$ cat src/rtl/seq_fp_multiplier.sv
// rtl/seq_fp_multiplier.sv - multi-cycle shift-add IEEE-754-style floating-point multiplier
module seq_fp_multiplier #(
    parameter int EXP_W = 8,
    parameter int MAN_W = 23
) (
    input  logic                 clk,
    input  logic                 rst,
    input  logic                 in_valid,
    output logic                 in_ready,
    input  logic [EXP_W+MAN_W:0] input_a,
    input  logic [EXP_W+MAN_W:0] input_b,
    input  logic                 rm,
    output logic                 out_valid,
    input  logic                 out_ready,
    output logic [EXP_W+MAN_W:0] output_z,
    output logic [3:0]           flags
);
    localparam int W     = 1 + EXP_W + MAN_W;
    localparam int M     = MAN_W + 1;
    localparam int P     = 2 * M;
    localparam int EW    = EXP_W + 3;
    localparam int CNT_W = $clog2(M);

    localparam logic signed [EW-1:0] BIAS_S     = EW'((1 << (EXP_W - 1)) - 1);
    localparam logic signed [EW-1:0] EMIN       = EW'(2 - (1 << (EXP_W - 1)));
    localparam logic signed [EW-1:0] EMAX_FIELD = EW'((1 << EXP_W) - 1);
    localparam logic signed [EW-1:0] ONE_S      = EW'(1);
    localparam logic signed [EW-1:0] ZERO_S     = EW'(0);

    typedef enum logic [2:0] {IDLE, UNPACK, MULT, NORM, ROUND, DONE} state_t;

    state_t                 state, state_nx;
    logic [W-1:0]           a_reg, b_reg;
    logic                   rm_reg;
    logic                   sign_reg;
    logic signed [EW-1:0]   exp_reg;
    logic [P-1:0]           mcand, prod;
    logic [M-1:0]           mplier;
    logic [CNT_W-1:0]       cnt;
    logic [M-1:0]           man;
    logic                   g_bit, r_bit, s_bit;
    logic [W-1:0]           z_reg;
    logic [3:0]             flags_reg;

    // Position of the most significant set bit, expressed as leading zeros.
    function automatic logic [EW-1:0] lead_zeros(input logic [M-1:0] v);
        logic [EW-1:0] n;
        n = '0;
        for (int i = 0; i < M; i++) begin
            if (v[i]) n = EW'(M - 1 - i);
        end
        return n;
    endfunction

    // Mantissa with hidden bit at the MSB and unbiased exponent; denormals are
    // left-normalised so the multiplier always sees a leading one.
    function automatic logic [M+EW-1:0] unpack_op(input logic [W-2:0] x);
        logic [EXP_W-1:0]     ef;
        logic [EW-1:0]        lz;
        logic [M-1:0]         m;
        logic signed [EW-1:0] e;
        ef = x[W-2:MAN_W];
        if (ef == '0) begin
            lz = lead_zeros({1'b0, x[MAN_W-1:0]});
            m  = {1'b0, x[MAN_W-1:0]} << lz;
            e  = EMIN - $signed(lz);
        end else begin
            m = {1'b1, x[MAN_W-1:0]};
            e = $signed({{(EW - EXP_W){1'b0}}, ef}) - BIAS_S;
        end
        return {m, e};
    endfunction

    logic [M-1:0]         ma, mb;
    logic signed [EW-1:0] ea, eb;
    assign {ma, ea} = unpack_op(a_reg[W-2:0]);
    assign {mb, eb} = unpack_op(b_reg[W-2:0]);

    logic a_nan, b_nan, a_inf, b_inf, a_zero, b_zero, sign_ab;
    assign a_nan   = (&a_reg[W-2:MAN_W]) & (|a_reg[MAN_W-1:0]);
    assign b_nan   = (&b_reg[W-2:MAN_W]) & (|b_reg[MAN_W-1:0]);
    assign a_inf   = (&a_reg[W-2:MAN_W]) & ~(|a_reg[MAN_W-1:0]);
    assign b_inf   = (&b_reg[W-2:MAN_W]) & ~(|b_reg[MAN_W-1:0]);
    assign a_zero  = ~(|a_reg[W-2:0]);
    assign b_zero  = ~(|b_reg[W-2:0]);
    assign sign_ab = a_reg[W-1] ^ b_reg[W-1];

    logic         is_special, is_nan_res;
    logic [W-1:0] spec_z;
    logic [3:0]   spec_flags;

    // Special-operand result: canonical qNaN, signed infinity or signed zero.
    always_comb begin
        is_nan_res = a_nan | b_nan | (a_inf & b_zero) | (a_zero & b_inf);
        is_special = a_nan | b_nan | a_inf | b_inf | a_zero | b_zero;
        spec_flags = {is_nan_res, 3'b000};
        if (is_nan_res) begin
            spec_z = {1'b1, {EXP_W{1'b1}}, 1'b1, {(MAN_W - 1){1'b0}}};
        end else if (a_inf | b_inf) begin
            spec_z = {sign_ab, {EXP_W{1'b1}}, {MAN_W{1'b0}}};
        end else begin
            spec_z = {sign_ab, {(W - 1){1'b0}}};
        end
    end

    logic [P-1:0]         pn, pd;
    logic signed [EW-1:0] en, en_d;
    logic [EW-1:0]        dsh;
    logic                 sh_sticky;

    // Put the hidden bit at the product MSB, then denormalise if the exponent is too small.
    always_comb begin
        if (prod[P-1]) begin
            pn = prod;
            en = exp_reg + ONE_S;
        end else begin
            pn = prod << 1;
            en = exp_reg;
        end
        pd        = pn;
        en_d      = en;
        sh_sticky = 1'b0;
        dsh       = '0;
        if (en < EMIN) begin
            dsh  = EMIN - en;
            en_d = EMIN;
            if (dsh >= EW'(P)) begin
                pd        = '0;
                sh_sticky = |pn;
            end else begin
                pd        = pn >> dsh;
                sh_sticky = |(pn & ~({P{1'b1}} << dsh));
            end
        end
    end

    logic [M:0]           mr;
    logic                 carry, inexact, round_up, ovf, tiny;
    logic [M-1:0]         mf;
    logic signed [EW-1:0] be;
    logic [W-1:0]         round_z;
    logic [3:0]           round_flags;

    // Apply the rounding mode and pack the final word with its exception flags.
    always_comb begin
        inexact  = g_bit | r_bit | s_bit;
        round_up = ~rm_reg & g_bit & (r_bit | s_bit | man[0]);
        mr       = {1'b0, man} + {{M{1'b0}}, round_up};
        carry    = mr[M];
        mf       = carry ? mr[M:1] : mr[M-1:0];
        be       = exp_reg + BIAS_S + (carry ? ONE_S : ZERO_S);
        ovf      = mf[M-1] & (be >= EMAX_FIELD);
        tiny     = ~mf[M-1];
        if (ovf) begin
            round_z     = rm_reg ? {sign_reg, {(EXP_W - 1){1'b1}}, 1'b0, {MAN_W{1'b1}}}
                                 : {sign_reg, {EXP_W{1'b1}}, {MAN_W{1'b0}}};
            round_flags = 4'b0101;
        end else begin
            round_z     = {sign_reg, (mf[M-1] ? be[EXP_W-1:0] : {EXP_W{1'b0}}), mf[MAN_W-1:0]};
            round_flags = {1'b0, 1'b0, tiny & inexact, inexact};
        end
    end

    // State register.
    always_ff @(posedge clk or posedge rst) begin
        if (rst) state <= IDLE;
        else     state <= state_nx;
    end

    // Next-state logic.
    always_comb begin
        state_nx = state;
        case (state)
            IDLE:    if (in_valid) state_nx = UNPACK;
            UNPACK:  state_nx = is_special ? DONE : MULT;
            MULT:    if (cnt == '0) state_nx = NORM;
            NORM:    state_nx = ROUND;
            ROUND:   state_nx = DONE;
            DONE:    if (out_ready) state_nx = IDLE;
            default: state_nx = IDLE;
        endcase
    end

    // Datapath registers advanced by the current state.
    always_ff @(posedge clk or posedge rst) begin
        if (rst) begin
            a_reg     <= '0;
            b_reg     <= '0;
            rm_reg    <= 1'b0;
            sign_reg  <= 1'b0;
            exp_reg   <= '0;
            mcand     <= '0;
            mplier    <= '0;
            prod      <= '0;
            cnt       <= '0;
            man       <= '0;
            g_bit     <= 1'b0;
            r_bit     <= 1'b0;
            s_bit     <= 1'b0;
            z_reg     <= '0;
            flags_reg <= '0;
        end else begin
            case (state)
                IDLE: begin
                    if (in_valid) begin
                        a_reg  <= input_a;
                        b_reg  <= input_b;
                        rm_reg <= rm;
                    end
                end
                UNPACK: begin
                    sign_reg <= sign_ab;
                    if (is_special) begin
                        z_reg     <= spec_z;
                        flags_reg <= spec_flags;
                    end else begin
                        mcand   <= {{M{1'b0}}, ma};
                        mplier  <= mb;
                        prod    <= '0;
                        exp_reg <= ea + eb;
                        cnt     <= CNT_W'(MAN_W);
                    end
                end
                MULT: begin
                    if (mplier[0]) prod <= prod + mcand;
                    mcand  <= mcand << 1;
                    mplier <= mplier >> 1;
                    if (cnt != '0) cnt <= cnt - 1'b1;
                end
                NORM: begin
                    man     <= pd[P-1:P-M];
                    g_bit   <= pd[P-M-1];
                    r_bit   <= pd[P-M-2];
                    s_bit   <= (|pd[P-M-3:0]) | sh_sticky;
                    exp_reg <= en_d;
                end
                ROUND: begin
                    z_reg     <= round_z;
                    flags_reg <= round_flags;
                end
                default: ;
            endcase
        end
    end

    assign in_ready  = (state == IDLE);
    assign out_valid = (state == DONE);
    assign output_z  = z_reg;
    assign flags     = flags_reg;
endmodule
$ cat config.mk
export PLATFORM = sky130hd
export DESIGN_NAME = seq_fp_multiplier
export DESIGN_NICKNAME = d
export VERILOG_FILES = /design/src/rtl/seq_fp_multiplier.sv
export SDC_FILE = /design/constraint.sdc
export NUM_CORES = 1
export LEC_CHECK = 0
export BUFFER_PORTS_ARGS = -buffer_cell sky130_fd_sc_hd__buf_2
export CORE_MARGIN = 4
export CORE_UTILIZATION = 45
export CTS_CLUSTER_DIAMETER = 200
export DETAILED_ROUTE_END_ITERATION = 8
export GPL_ROUTABILITY_DRIVEN = 1
export PLACE_DENSITY_LB_ADDON = 0.08
export RECOVER_POWER = 25
export SLEW_MARGIN = 20
export SYNTH_ARGS = -nofsm -noshare
export SYNTH_HDL_FRONTEND = slang
export SYNTH_SLANG_ARGS = --single-unit
$ cat constraint.sdc
create_clock -name clk -period 14.6 [get_ports clk]
set_input_delay 0.73 -clock clk [delete_from_list [all_inputs] [get_ports clk]]
set_output_delay 0.73 -clock clk [all_outputs]
set_load 0.05 [all_outputs]
==> results_dict.tcl <==
set metrics [dict create \
    p_sw_uw 3080 \
    finalNetCount 2828 \
    p_leak_uw 0.0102 \
    timing.fmax_mhz 178 \
    vias 21476 \
    syn_avg_cell_area_um2 8.22 \
    yosysTopAreaCell "dfrtp_1" \
    dp_hpwl_mm 54.0 \
    cts_inserted_buffers 36 \
    crit_slowest_cell "o21ai_0" \
    final_common_cell "nand2_1" \
    skew_ns 0.0123 \
    grt_pass1_wl_mm 119 \
    p_sw_share_pct 51.3 \
    fin_setup_tns_ns 0 \
    design_area_um2 24300 \
    cp_max_fo 54 \
    initial_core_util_pct 45.4 \
    crit_chain "buf_4 -> ha_1 -> a21o_1 -> ha_1 -> buf_4 -> inv_2 -> o21ai_0 -> o22ai_1 -> a22o_1 -> a2111oi_0 -> o2111ai_1 -> a2111oi_2 -> or4b_1 -> o31ai_1 -> a21oi_1" \
    clock_latency_ns 0.54 \
    fin_crit_sh_pct 38.5 \
    vias_per_cell 6.36 \
    clockPowerShare_pct 14.8 \
    globalplace.congestion 0.958 \
    setup_viol 0 \
    yosys_warnings 0 \
    syn_area_um2 22200 \
    status "finished with violations" \
    grt_max_degree 136 \
    fin_total_pwr_uw 6000 \
    num_antenna_cells 0 \
    synth_top_area_share_pct 30.2 \
    worstPathArrival_ns 6.04 \
    synth_area_leaders "dfrtp_1 30%, o21ai_0 6.2%, nand2_1 5.8%" \
    gr-usage-all-layers_pct 27.5 \
    maxCapViolCount 2 \
    syn_nets 2848 \
    hp-class "in -> reg" \
    cts.clk_slew.worst_paths_ns 0.06 \
    fillers 4746 \
    final_layout_size_suffix_gt1_share_pct 13.4 \
    ys_seq_area_share_pct 30.2 \
    cts_sinks 268 \
    seqPwrFrac_pct 24.4 \
    synthCells 2707 \
    ant_nets 0 \
    antenna_found_initial 0 \
    min_period_ns 5.62 \
    max_stage_delay_ns 0.70 \
    hold_violations 0 \
    route.detailed.wl_per_inst_um 22.1 \
    post_cts_buffers 0 \
    die_h_um 230 \
    drc 0 \
    clockBufferDepth 3 \
    core_um2 49000 \
    dpl_cell_area_um2 23100 \
    peakVddDrop_mv 0.196 \
    synth_cell_types 95 \
    p_int_uw 2930 \
    die_w_um 230 \
    p_comb_share_pct 60.8 \
    wirelength_mm 74.7 \
    slew_headroom_pct -164 \
    htree_levels 2 \
    cts_root_buffer "clkbuf_16" \
    reg_top3 "mcand x48, prod x48" \
    synth-edff-count 0 \
    rsz0062_at_grt "no" \
    synthArstFlopShare_pct 100 \
    drtPass1Iterations 6 \
    required_ns 15.02 \
    cts-resized-gates 0 \
    postCtsHoldBufs 0 \
    tightest_slew_ns 3.94 \
    most-common-layout-cells "343 x nand2_1, 276 x o21ai_0, 267 x dfrtp_1, 207 x nor2_1, 187 x a21oi_1" \
    maxSlewViolCount 136 \
    endpoint_kind "flop" \
    io_pins 107 \
    ys_ff_latch 268 \
    num_rows 81 \
    violations "capacitance limit, slew limit" \
    io_buffers 106 \
    power.density_nw_per_um2 247 \
    synth_ff_type "dfrtp_1" \
    design.die.area_um2 53000 \
    cts_tree "done" \
    area_growth_pct 9.24 \
    drt_iter0_drc 2231 \
    start_kind "flop" \
    critical_path_buf_inv_count 3 \
    crit_family "compound AO/OA/AOI/OAI gates" \
    overflow 0 \
    grt_pass1_vias 20748 \
    worstSetupPathType "reg -> reg" \
]
Yosys cell counts, types with 17 or more instances:
cell type    n
and2_1      21
or3_1       21
nor2_1     211
o21ai_0    276
o211ai_1    21
inv_1       41
a21o_1      41
nand2b_1    20
dfrtp_1    268
ha_1        70
a22o_1      28
o21bai_1    17
nor4_1      30
mux2_2      84
xnor2_1     47
a221oi_1    23
a21oi_1    187
nand2_1    345
nand3_1     91
buf_2       19
nand4_1     26
nor2b_1     35
a221o_1     22
o31ai_1     25
xor2_1      59
o22ai_1     23
mux2i_1    108
and3_1      26
nor3_1      69
a31oi_1     39
clkbuf_1   156
mux4_2      36
worst paths after layout:
kind	startpoint	endpoint	slack, ns	cells after the start
min reg2reg	flags[3]	flags[3]	0.47	1
min in group asynchronous	rst	output_z[14]	1.34	2
max reg2reg	exp_reg[0]	s_bit	8.98	15
min	input_a[24]	a_reg[24]	0.39	3
max	exp_reg[0]	s_bit	8.98	15
max in group asynchronous	rst	mcand[7]	9.28	3
power by group through the flow:
stage / clock network [µW] / logic (µW) / registers, µW
2_1_floorplan: 0 / 2800 / 1250
3_3_place_gp: 0 / 3590 / 1460
3_5_place_dp: 0 / 3580 / 1470
4_1_cts: 911 / 3600 / 1460
5_1_grt: 942 / 3990 / 1510
6_report: 888 / 3650 / 1470
layer usage:
layer / global-route usage, % / wire, µm / vias to the layer above / part of all wire, %
li1: - / - / 9992 / -
met1: 37.4 / 32500 / 10420 / 43
met2: 45.3 / 35400 / 886 / 47
met3: 3.44 / 4090 / 178 / 5.5
met5: 0 / 0 / - / 0
met4: 9.43 / 2770 / 0 / 3.7
through the flow:
step / setup slack [ns] / util, % / cells / hold WS [ns]
final: 8.98 / 49.6 / 3377 / 0.392
after global routing: 8.27 / 49.6 / 3377 / 0.381
after CTS: 9.11 / 49.7 / 3377 / 0.286
after detailed placement: 9.15 / 47.2 / 3313 / 0.461
after global placement: 9.21 / 47.2 / 3313 / 0.455
after floorplan: 6.49 / - / 2707 / 0.445
logic make-up after synthesis:
logic type	count (synthesis)	share of synthesized area (%)
multiplexers	228	12.8
XOR/XNOR	109	4.50
flip-flops	268	30.2
AND/OR/NAND/NOR	939	19.7
buffers and inverters	243	4.45
AO/OA/AOI/OAI	846	24.2
adder cells (fa/ha/maj)	74	4.21
tightest hold or removal path, stage by stage:
cell and delay, ns:
buf_2 0.08, nand2_1 0.03, o21ai_0 0.05
layout make-up:
type	count	area (µm²)	area share, %
Inverter	45	170	0.700
Clock inverter	7	65.1	0.268
Tap cell	664	831	3.42
Clock buffer	57	1120	4.61
Timing Repair Buffer	140	795	3.27
Sequential cell	268	6710	27.6
Multi-Input combinational cell	2196	14600	60.1
(Power assumes the default switching activity.)
